<file path="config.mk">
export PLATFORM = sky130hd
export DESIGN_NAME = bcd_seq_conv_flat
export DESIGN_NICKNAME = d
export VERILOG_FILES = /design/src/rtl/bcd_seq_conv_pkg.sv /design/src/rtl/bcd_seq_conv_if.sv /design/src/rtl/bcd_seq_conv_digit_adj.sv /design/src/rtl/bcd_seq_conv.sv /design/src/flat_wrapper.sv
export SDC_FILE = /design/constraint.sdc
export NUM_CORES = 1
export LEC_CHECK = 0
export BUFFER_PORTS_ARGS = -buffer_cell sky130_fd_sc_hd__buf_2
export CAP_MARGIN = 0
export CORE_AREA = 2 2 53 55
export CTS_CLUSTER_DIAMETER = 200
export DETAILED_ROUTE_END_ITERATION = 6
export DIE_AREA = 0 0 55 57
export GPL_TIMING_DRIVEN = 0
export PLACE_DENSITY = 0.72
export REMOVE_ABC_BUFFERS = 1
export SYNTH_ARGS = -nofsm -noshare
export SYNTH_HDL_FRONTEND = slang
export SYNTH_SLANG_ARGS = --single-unit
</file>
<file path="constraint.sdc">
create_clock -name clk -period 2.25 [get_ports clk]
set_clock_uncertainty 0.2 [all_clocks]
set_input_delay 0.3375 -clock clk [delete_from_list [all_inputs] [get_ports clk]]
set_output_delay 0.3375 -clock clk [all_outputs]
set_load 0.005 [all_outputs]
</file>
<file path="src/rtl/bcd_seq_conv_pkg.sv">
// Shared types and constants for the sequential binary-to-BCD converter.
// Imported by the adjust cell and the converter top.
package bcd_pkg;

    localparam int         BCD_DIGIT_W    = 4;
    localparam logic [3:0] BCD_ADJ_THRESH = 4'd5;
    localparam logic [3:0] BCD_ADJ_ADD    = 4'd3;

    typedef enum logic [1:0] {
        IDLE,
        SHIFT,
        DONE
    } bcd_state_t;

endpackage

</file>
<file path="src/rtl/bcd_seq_conv_if.sv">
// Valid/ready bundle for bcd_seq_conv: binary word in, packed BCD out.
// Optional out_ovf signal exists only when BCD_SEQ_OVF_EN is defined.
interface bcd_seq_conv_if #(
    parameter int WIDTH  = 8,
    parameter int DIGITS = 3
);

    logic                  in_valid;
    logic                  in_ready;
    logic [WIDTH-1:0]      in_bin;
    logic                  out_valid;
    logic                  out_ready;
    logic [4*DIGITS-1:0]   out_bcd;
`ifdef BCD_SEQ_OVF_EN
    logic                  out_ovf;

    modport master (
        output in_valid, in_bin, out_ready,
        input  in_ready, out_valid, out_bcd, out_ovf
    );

    modport slave (
        input  in_valid, in_bin, out_ready,
        output in_ready, out_valid, out_bcd, out_ovf
    );
`else
    modport master (
        output in_valid, in_bin, out_ready,
        input  in_ready, out_valid, out_bcd
    );

    modport slave (
        input  in_valid, in_bin, out_ready,
        output in_ready, out_valid, out_bcd
    );
`endif

endinterface

</file>
<file path="src/rtl/bcd_seq_conv_digit_adj.sv">
// Double-dabble add-3 cell: one BCD digit, corrected when it is 5 or more
// so the following left shift carries correctly into the next digit.
module bcd_digit_adj
    import bcd_pkg::*;
(
    input  logic [BCD_DIGIT_W-1:0] d,
    output logic [BCD_DIGIT_W-1:0] q
);

    assign q = (d >= BCD_ADJ_THRESH) ? d + BCD_ADJ_ADD : d;

endmodule

</file>
<file path="src/rtl/bcd_seq_conv.sv">
// Sequential binary-to-BCD converter, one shift per clock (double dabble).
// Define BCD_SEQ_OVF_EN to get a sticky out_ovf flag for truncated results.
module bcd_seq_conv
    import bcd_pkg::*;
#(
    parameter int WIDTH  = 8,
    parameter int DIGITS = 3
) (
    input  logic          clk,
    input  logic          rst_n,
    bcd_seq_conv_if.slave bus
);

    localparam int BW = BCD_DIGIT_W * DIGITS;
    localparam int CW = $clog2(WIDTH + 1);

    bcd_state_t      state;
    bcd_state_t      state_n;
    logic [CW-1:0]   cnt;
    logic [WIDTH-1:0] bin;
    logic [BW-1:0]   acc;
    logic [BW-1:0]   adj;
    logic            last_shift;

    for (genvar g = 0; g < DIGITS; g++) begin : g_adj
        bcd_digit_adj u_adj (
            .d (acc[g*BCD_DIGIT_W +: BCD_DIGIT_W]),
            .q (adj[g*BCD_DIGIT_W +: BCD_DIGIT_W])
        );
    end

    assign last_shift = (cnt == CW'(WIDTH - 1));

    always_comb begin
        state_n = state;
        unique case (state)
            IDLE:    if (bus.in_valid)  state_n = SHIFT;
            SHIFT:   if (last_shift)    state_n = DONE;
            DONE:    if (bus.out_ready) state_n = IDLE;
            default:                    state_n = IDLE;
        endcase
    end

    // Adjusted digits shift up; the top bit of the last digit falls off.
    always_ff @(posedge clk) begin
        if (!rst_n) begin
            state <= IDLE;
            cnt   <= '0;
            bin   <= '0;
            acc   <= '0;
        end else begin
            state <= state_n;
            if (state == IDLE && bus.in_valid) begin
                bin <= bus.in_bin;
                acc <= '0;
                cnt <= '0;
            end else if (state == SHIFT) begin
                acc <= {adj[BW-2:0], bin[WIDTH-1]};
                bin <= bin << 1;
                cnt <= cnt + CW'(1);
            end
        end
    end

`ifdef BCD_SEQ_OVF_EN
    logic ovf;

    always_ff @(posedge clk) begin
        if (!rst_n) begin
            ovf <= 1'b0;
        end else if (state == IDLE && bus.in_valid) begin
            ovf <= 1'b0;
        end else if (state == SHIFT && adj[BW-1]) begin
            ovf <= 1'b1;
        end
    end

    assign bus.out_ovf = ovf;
`endif

    assign bus.in_ready  = (state == IDLE);
    assign bus.out_valid = (state == DONE);
    assign bus.out_bcd   = acc;

endmodule
</file>
<file path="src/flat_wrapper.sv">
// flat-port wrapper written by rule: the top's interface ports become plain ports
module bcd_seq_conv_flat import bcd_pkg::*;
#(
    parameter int WIDTH  = 8,
    parameter int DIGITS = 3
)
  (clk, rst_n, bus_in_valid, bus_in_bin, bus_out_ready, bus_in_ready, bus_out_valid, bus_out_bcd);
  bcd_seq_conv_if #(.WIDTH(WIDTH), .DIGITS(DIGITS)) bus_i ();
  input  logic clk;
  input  logic rst_n;
  input wire logic [$bits(bus_i.in_valid)-1:0] bus_in_valid;
  input wire logic [$bits(bus_i.in_bin)-1:0] bus_in_bin;
  input wire logic [$bits(bus_i.out_ready)-1:0] bus_out_ready;
  output wire logic [$bits(bus_i.in_ready)-1:0] bus_in_ready;
  output wire logic [$bits(bus_i.out_valid)-1:0] bus_out_valid;
  output wire logic [$bits(bus_i.out_bcd)-1:0] bus_out_bcd;
  assign bus_i.in_valid = bus_in_valid;
  assign bus_i.in_bin = bus_in_bin;
  assign bus_i.out_ready = bus_out_ready;
  assign bus_in_ready = bus_i.in_ready;
  assign bus_out_valid = bus_i.out_valid;
  assign bus_out_bcd = bus_i.out_bcd;
  bcd_seq_conv #(.WIDTH(WIDTH), .DIGITS(DIGITS)) u_core (.clk(clk), .rst_n(rst_n), .bus(bus_i));
endmodule
</file>
# Word-level counts from Yosys, hierarchy flattened
# Cells that the tools add are included.
[word_totals]
wordCells = 32
regBits = 26
[classes]
magnitude_cmp = 3
n_eq_ne = 6
muxes = 9
reduce_logical = 5
bitwise = 1
addsub = 4
[op_table]
columns = ["operator", "count"]
rows = [
  ["2-to-1 mux 8 bit", 2],
  ["greater-or-equal comparator 4 x 3 -> 1 bit (second input constant)", 3],
  ["adder 4 x 2 -> 4 bit (second input constant)", 2],
  ["2-to-1 mux 4 bit", 2],
  ["2-to-1 mux 2 bit", 3],
  ["one-hot mux 2 bit (3 select lines)", 1],
  ["adder 4 x 1 -> 4 bit (second input constant)", 1],
  ["== test 4 x 3 -> 1 bit (second input constant)", 1],
  ["!= test 2 bit (second input constant)", 2],
  ["adder 3 x 2 -> 3 bit (second input constant)", 1],
  ["2-to-1 mux 3 bit", 1],
  ["AND reduction 3 bit", 1],
  ["== test 2 x 1 -> 1 bit (second input constant)", 1],
  ["== test 2 bit (second input constant)", 1],
  ["zero test 2 bit", 1],
  ["!= test 2 x 1 -> 1 bit (second input constant)", 1],
  ["nonzero test 2 bit", 1],
  ["OR reduction 2 bit", 1],
  ["logical AND 1 bit", 1],
  ["inverter 1 bit", 1],
]

# Logic depth before layout (Yosys ltp)
# Gate-level depths: netlist of the first run.
[logic_depth]
word_depth = 3
ltp_mapped = 6

# Hierarchy
# From an unflattened synthesis of the first run, not the netlist that was laid out.
[unflattened]
hier_cells = 171
area_unflattened_um2 = 1331.3
[by_module_without_submodules]
columns = ["mod", "seq_area_each_um2", "area_per_inst_um2", "cells_each", "n_inst"]
rows = [
  ["bcd_seq_conv", 520.5, 1027.2, 123, 1],
  ["bcd_digit_adj", 0.0, 101.3, 16, 3],
]

# Worst setup path before layout of the first run
# OpenSTA, ideal clock, no wires.
[synth_path]
path_kind = "register to register"
from = "register u_core.acc[8], in the netlist u_core.bus.out_bcd[8]"
to = "register u_core.acc[9], in the netlist u_core.bus.out_bcd[9]"
setup_slack_ns = 0.599
setup_ns = 0.079
path_stages_with_launch = 7
synth_period_minus_slack_ns = 1.651
t_arrival_ns = 1.372
n_path_buf = 0
path_cell_list = "dfxtp_1 inv_1 ha_1 nand2b_1 a21oi_1 or4b_1 o211ai_1"
[synth_via]
elab_chain_len = 2
word_cells_on_any_way = 3
classes_between = "add/sub: 1; order compare: 1; mux: 1"
[synth_lines]
columns = ["item", "line_no", "rtl"]
rows = [
  ["start: declaration", "bcd_seq_conv.sv:21", "logic [BW-1:0] acc;"],
  ["start signal: assignment", "bcd_seq_conv.sv:58", "acc <= {adj[BW-2:0], bin[WIDTH-1]};"],
  ["greater-or-equal comparator 4 x 3 -> 1 bit / adder 3 x 2 -> 3 bit (equally long branches)", "bcd_seq_conv_digit_adj.sv:10", "assign q = (d >= BCD_ADJ_THRESH) ? d + BCD_ADJ_ADD : d;"],
  ["2-to-1 mux 3 bit (*)", "bcd_seq_conv_digit_adj.sv:10", ""],
]
# Mark *: on every way between the ends. The rest lies on a longest branch, timed or not.
# A chain may end at the register's enable or synchronous reset.

# Worst setup path after layout of the first run
[layout_path]
from = "register u_core.state[0]"
to = "register u_core.acc[2], in the netlist u_core.bus.out_bcd[2]"
[layout_via]
elab_chain_len = 3
word_cells_on_any_way = 4
classes_between = "eq/ne: 1; reduce/logical: 3"
[layout_lines]
columns = ["item", "line_no", "rtl"]
rows = [
  ["start: declaration", "bcd_seq_conv.sv:17", "bcd_state_t state;"],
  ["start signal: assignment", "bcd_seq_conv.sv:52", "state <= state_n;"],
  ["zero test 2 bit", "bcd_seq_conv.sv:53", "if (state == IDLE && bus.in_valid) begin"],
  ["logical AND 1 bit", "bcd_seq_conv.sv:53", ""],
  ["OR reduction 2 bit (no line)", "n/a", ""],
]
# Several ways; a longest one is shown, not always the timed one.

==> impl_results.md, run 1 <==
* Hold_buf cts at 0
* R2R Setup Slk at 0.21 ns
* Setup ws final at 0.215 ns
* Final Hold Viols at 0
* Most area-hungry cell type in the Yosys netlist: dfxtp_1
* Share of cells above drive strength 1 at 20.5%
* Final Setup Violations at 0
* Via Count at 1156
* Critical Path Start Type: register
* Register area at 520 µm²
* Unrepaired setup endpoints after global routing: no
* Die area at 0.00314 mm²
* Fillers at 252
* CORE AREA at 0.00262 mm²
* Hold slack at 0.0496 ns
* Placed insts at 198
* Class of the most critical setup path: reg -> reg
* Rel. slew slack at 32.2%
* Vias in the first global route at 994
* Clk root buf: clkbuf_4
* Syn Std Cell Area at 0.00129 mm²
* Sequential fraction of the synthesis area at 40.4%
* Multi-input gate area at 703 µm²
* FF+latch count, synth at 26
* Hold WC Path Type: in -> reg
* Status: finished, final reports clean
* Cell Count, Final, Fillers Out at 202
* Crit path DAT at 2.05 ns
* Max cap viols at 0
* P&R area growth vs syn at 12.3%
* Async S/R FF share, synth at 0%
* Routed WL per cell at 12.7 µm
* P_leak at 0.000570 µW
* Die Span Y at 57 µm
* FP Rows at 19
* Pwr dens at 611 mW/mm²
* Synth top area cells: dfxtp_1 40%, ha_1 6.8%, nand2_1 5.5%
* DR iter-0 viols at 29
* Antenna violations before repair at 0
* Gr ovfl total at 0
* Post-Route WL at 2.57 mm
* Clock Path Buffers at 2
* Pre-CTS setup slack at 0.225 ns
* Tcrit/Tclk final at 90.5%
* Top FF cell, synth: dfxtp_1
* Slew Limit Fails at 0
* Total CTS buffers at 3
* EDFF count, synth at 0
* I/O pin count at 26
* Die Wd at 55 µm
* RePlAce Congestion at 0.788
* Setup bufs post-CTS at 0
* Crit-path max FO at 25
* WP data required at 2.27 ns
* Remaining routing DRC violations at 0
* Initial cell density of the core at 49.2%
* Worst-path clk slew at 0.14 ns
* Layout Nets at 191
* Yosys cell types at 32
* Syn avg cell area at 8.64 µm²
* CTS tree: built
* CTS sink count at 26
* Cells after Synth at 149
* # diodes at 0
* Synth Warn # at 0
* Hpwl dp at 1.82 mm
* Count leader, synth: dfxtp_1
* Gates resized, CTS repair at 0
* Post-layout power at 883 µW
* CTS HTree Levels at 1
* Port Buffers at 25
* Global-route wire length before repair at 4.08 mm
* Max Freq at 491 MHz
* GRT Util Overall at 17.5%
* Maximum VDD drop at 0.000548 V
* Final period demand of the worst path at 2.04 ns
* Largest net degree at the start of global routing at 26
* DRT Pass-1 Iters at 4
* Top post-synthesis cells by count: 26 x dfxtp_1, 19 x nand2_1, 11 x a21oi_1
* Crit end category: register
* Drt via density at 5.72
* Area share of the largest cell type after synthesis at 40.4%
* Slew @ Worst Pin at 1.01 ns
* Final ANT Viol Nets at 0
* Clk_lat worst skew at 0.32 ns
[registers in the layout (all words and copies together), names as in the netlist]
signal	flops
u_core.bin	8
u_core.bus.out_bcd	12
u_core.cnt	4
u_core.state	2
[cell families after synthesis]
family	after synthesis	synth area share, %
buf+inv	13	5.15
mux	3	2.62
fa+ha+maj	7	6.80
compound gates	45	22.7
xor+xnor	3	2.04
flops	26	40.4
simple gates	52	20.2
[per-layer routing]
metal	vias up	GRT usage, %	wire, µm
met5	-	0	0
met4	0	8.01	16
li1	572	-	-
met2	33	27.9	1300
met3	2	2.36	149
met1	549	23.0	1110
[layout make-up]
type                            instances  share of cell area (%)
Multi-Input combinational cell        110                    48.6
Clock buffer                            4                    2.51
Tap cell                               31                    2.68
Timing Repair Buffer                   25                    8.65
Inverter                                6                    1.56
Sequential cell                        26                    36.0
[worst paths after layout]
| check | startpoint | to | cells after the start |
|---|---|---|---|
| hold / removal | bus_in_bin[0] | u_core.bin[0] | 3 |
| hold reg to reg | u_core.bin[7] | u_core.bus.out_bcd[0] | 2 |
| setup / recovery | u_core.state[0] | u_core.bus.out_bcd[2] | 4 |
| setup reg to reg | u_core.state[0] | u_core.bus.out_bcd[2] | 4 |
[through the flow]
stage,TNS [ns],cell area [µm²],util [%]
detailed placement,0,1410,53.9
global route,0,1450,55.3
global placement,-3.32,1410,53.8
CTS,0,1450,55.3
floorplan,0,1240,-
finish,0,1450,55.3
[worst max-delay path: stages, from the launching register on]
cell and delay, ns:
dfxtp_1 0.42, nor2b_2 0.85, nor2_2 0.24, nand3_1 0.15
o21ai_0 0.08
[cells in the final DEF, fill, tap and decap left out]
| master | n |
|---|---|
| dfxtp_1 | 26 |
| buf_2 | 25 |
| nand2_1 | 19 |
| a21oi_1 | 11 |
| nor2_1 | 9 |
| o21ai_0 | 8 |
| nand3_1 | 8 |
| a21boi_0 | 8 |
| a22oi_1 | 7 |
| ha_1 | 7 |
| inv_1 | 6 |
| nand2b_1 | 5 |
| a211oi_1 | 4 |
| mux2_2 | 3 |
| clkbuf_4 | 3 |
| nor3b_1 | 2 |
| nand4_1 | 2 |
| xor2_1 | 2 |
| a2111oi_0 | 2 |
| a41oi_1 | 2 |
| a31oi_1 | 2 |
| and2b_1 | 1 |
| nor2b_2 | 1 |
| nor3b_2 | 1 |
| nor2_2 | 1 |
| nand3b_1 | 1 |
| and3_1 | 1 |
| xnor2_1 | 1 |
| or4b_1 | 1 |
| o211ai_1 | 1 |
| clkbuf_8 | 1 |
[power breakdown]
| group | internal, µW | switching, µW | total (µW) |
|---|---|---|---|
| Clock | 98.9 | 136 | 234 |
| Sequential | 484 | 18.0 | 502 |
| Combinational | 53.8 | 93.1 | 147 |
Note: power is estimated with default switching activity, not from simulation.
==> inputs of run 2 (changes only) <==
--- a/config.mk
+++ b/config.mk
@@ -7,13 +7,14 @@
 export LEC_CHECK = 0
 export BUFFER_PORTS_ARGS = -buffer_cell sky130_fd_sc_hd__buf_2
 export CAP_MARGIN = 0
-export CORE_AREA = 2 2 53 55
+export CORE_AREA = 2 2 70 72
 export CTS_CLUSTER_DIAMETER = 200
 export DETAILED_ROUTE_END_ITERATION = 6
-export DIE_AREA = 0 0 55 57
+export DIE_AREA = 0 0 72 74
 export GPL_TIMING_DRIVEN = 0
-export PLACE_DENSITY = 0.72
+export PLACE_DENSITY = 0.46
 export REMOVE_ABC_BUFFERS = 1
 export SYNTH_ARGS = -nofsm -noshare
 export SYNTH_HDL_FRONTEND = slang
+export SYNTH_HIERARCHICAL = 1
 export SYNTH_SLANG_ARGS = --single-unit
==> impl_results.md, run 2 <==
* Status: finished, final reports clean
* Hold EP: u_core/bin[0]
* Final Setup Violations at 0 (unchanged)
* Hold slack at 0.116 ns (+0.0667 ns)
* Sw power at 207 µW (-16%)
* Multi-input gate area at 727 µm² (+3.4%)
* Hold WC Path Type: in -> reg
* Comb pwr share at 8.9% (-7.7 points)
* I/O pin count at 26 (unchanged)
* Clock Path Buffers at 2 (unchanged)
* Maximum VDD drop at 0.000344 V (-37%)
* Hold depth at 3 (unchanged)
* Final ANT Viol Nets at 0 (unchanged)
* CTS sink count at 26 (unchanged)
* Routed WL per cell at 11.3 µm (-11%)
* Remaining routing DRC violations at 0 (unchanged)
* CORE AREA at 0.00460 mm² (+76%)
* Net Sw Frac at 23.8% (-4.2 points)
* Drt via density at 4.76 (-17%)
* Hold_buf cts at 0 (unchanged)
* DR iter-0 viols at 61 (+110%)
* Synth Warn # at 6 (+6)
* Int Power at 663 µW (+4.2%)
* Initial cell density of the core at 28.5% (-21 points)
* Clk_lat worst skew at 0.27 ns (-0.05 ns)
* Critical Path Start Type: register
* Max reg flops at 12 (unchanged)
* CTS HTree Levels at 1 (unchanged)
* Fillers at 497 (+97%)
* Total CTS buffers at 3 (unchanged)
* Die Wd at 72 µm (+31%)
* GRT Util Overall at 11.5% (-6.0 points)
* Rel. slew slack at 61.5% (+29 points)
* Largest net degree at the start of global routing at 17 (-35%)
* Crit Reg-Reg Endpoint: u_core/cnt[3]
* Share of cells above drive strength 1 at 18.4% (-2.0 points)
* Final Hold Viols at 0 (unchanged)
* Reg2reg path depth at 3 (-1)
* RePlAce Congestion at 0.740 (-6.1%)
* Max Freq at 538 MHz (+9.5%)
* P_leak at 0.000629 µW (+10%)
* WP data required at 2.26 ns (about the same)
* CTS tree: built
* Gates resized, CTS repair at 0 (unchanged)
* Syn Std Cell Area at 0.00131 mm² (+1.8%)
* Via Count at 1162 (+0.52%)
* Unrepaired setup endpoints after global routing: no
* Syn avg cell area at 7.85 µm² (-9.1%)
* Die Span Y at 74 µm (+30%)
* Global-route wire length before repair at 4.86 mm (+19%)
* Crit end category: register
* Setup bufs post-CTS at 0 (unchanged)
* Post-route setup TNS at 0 ns (unchanged)
* Tcrit/Tclk final at 82.6% (-7.9 points)
* FF-to-FF Start: u_core/state[0]
* Vias in the first global route at 1150 (+16%)
* Layout Nets at 210 (+9.9%)
* Crit path DAT at 1.87 ns (-0.18 ns)
* Flop pwr share at 56.1% (-0.7 points)
* Post-Route WL at 2.76 mm (+7.2%)
* Antenna violations before repair at 0 (unchanged)
* Pwr dens at 570 mW/mm² (-6.6%)
* DRT Pass-1 Iters at 4 (unchanged)
* Commonest non-fill, non-tap cell in the layout: nand2_1
* Class of the most critical setup path: reg -> reg
* P&R area growth vs syn at 16.3%
* # diodes at 0 (unchanged)
* Final period demand of the worst path at 1.86 ns (-0.177 ns)
* Gr ovfl total at 0 (unchanged)
* Min-delay src: bus_in_bin[0]
* Clock share of power at 34.9% (+8.4 points)
* R2R Setup Slk at 0.39 ns (+0.18 ns)
* Register area at 520 µm² (unchanged)
* Clk root buf: clkbuf_8
* Hpwl dp at 1.97 mm (+8.2%)
* Most frequent cells in the layout: 37 x nand2_1, 26 x dfxtp_1, 25 x buf_2
* Cells after Synth at 167 (+12%)
* Max cap viols at 0 (unchanged)
* Crit-path max FO at 15 (-40%)
* Worst-path clk slew at 0.09 ns (-0.05 ns)
* Port Buffers at 25 (unchanged)
* Die area at 0.00533 mm² (+70%)
* Slew Limit Fails at 0 (unchanged)
* Slew @ Worst Pin at 0.578 ns (-0.435 ns)
* FP Rows at 25 (+6)
==> run 2: power groups by stage <==
stage	logic, µW	clock network (µW)	registers, µW
2_1_floorplan	49.7	0	496
3_3_place_gp	77.3	0	499
3_5_place_dp	79.4	0	499
4_1_cts	79.7	313	488
5_1_grt	89.4	334	491
6_report	77.7	304	488
==> run 2: worst max path at each step <==
stage	start	endpoint	slack, ns	cells after the start
6_report	u_core/state[0]	u_core/cnt[3]	0.39	3
4_1_cts	u_core/state[0]	u_core/cnt[3]	0.37	3
5_1_grt	u_core/state[0]	u_core/cnt[3]	0.21	3
3_5_place_dp	u_core/state[0]	u_core/cnt[3]	0.37	3
3_3_place_gp	u_core/state[0]	u_core/cnt[3]	0.37	3
2_1_floorplan	u_core/state[0]	u_core/cnt[3]	0.69	3
==> run 2: cell type report <==
class	count	share of cell area, %
clock buffer	4	3.61
timing repair buffer	25	8.20
tap	54	4.43
sequential	26	34.1
inverter	8	1.97
multi-input combinational	127	47.7
==> run 2: metrics by stage <==
stage / std cells / setup slack (ns) / total power (µW) / cell area, µm² / utilization, %
floorplan: 161 / 0.692 / 546 / 1280 / -
global placement: 240 / 0.371 / 576 / 1470 / 32.0
detailed placement: 240 / 0.374 / 578 / 1470 / 32.0
CTS: 244 / 0.367 / 881 / 1530 / 33.2
global route: 244 / 0.209 / 914 / 1530 / 33.2
finish: 244 / 0.392 / 870 / 1530 / 33.2
==> run 2: metal layers <==
metal	routed length, µm	share of wire (%)	vias up	global-route usage [%]
met5	0	0	-	0
met4	19	0.69	0	2.52
met3	135	4.9	2	3.52
met2	1320	48	31	20.6
met1	1280	46	522	13.6
li1	-	-	607	-
==> run 2: critical path: stages (launching register included) <==
cell	delay (ns)
dfxtp_1	0.57
nand2b_1	0.42
or3_1	0.47
a21oi_1	0.13
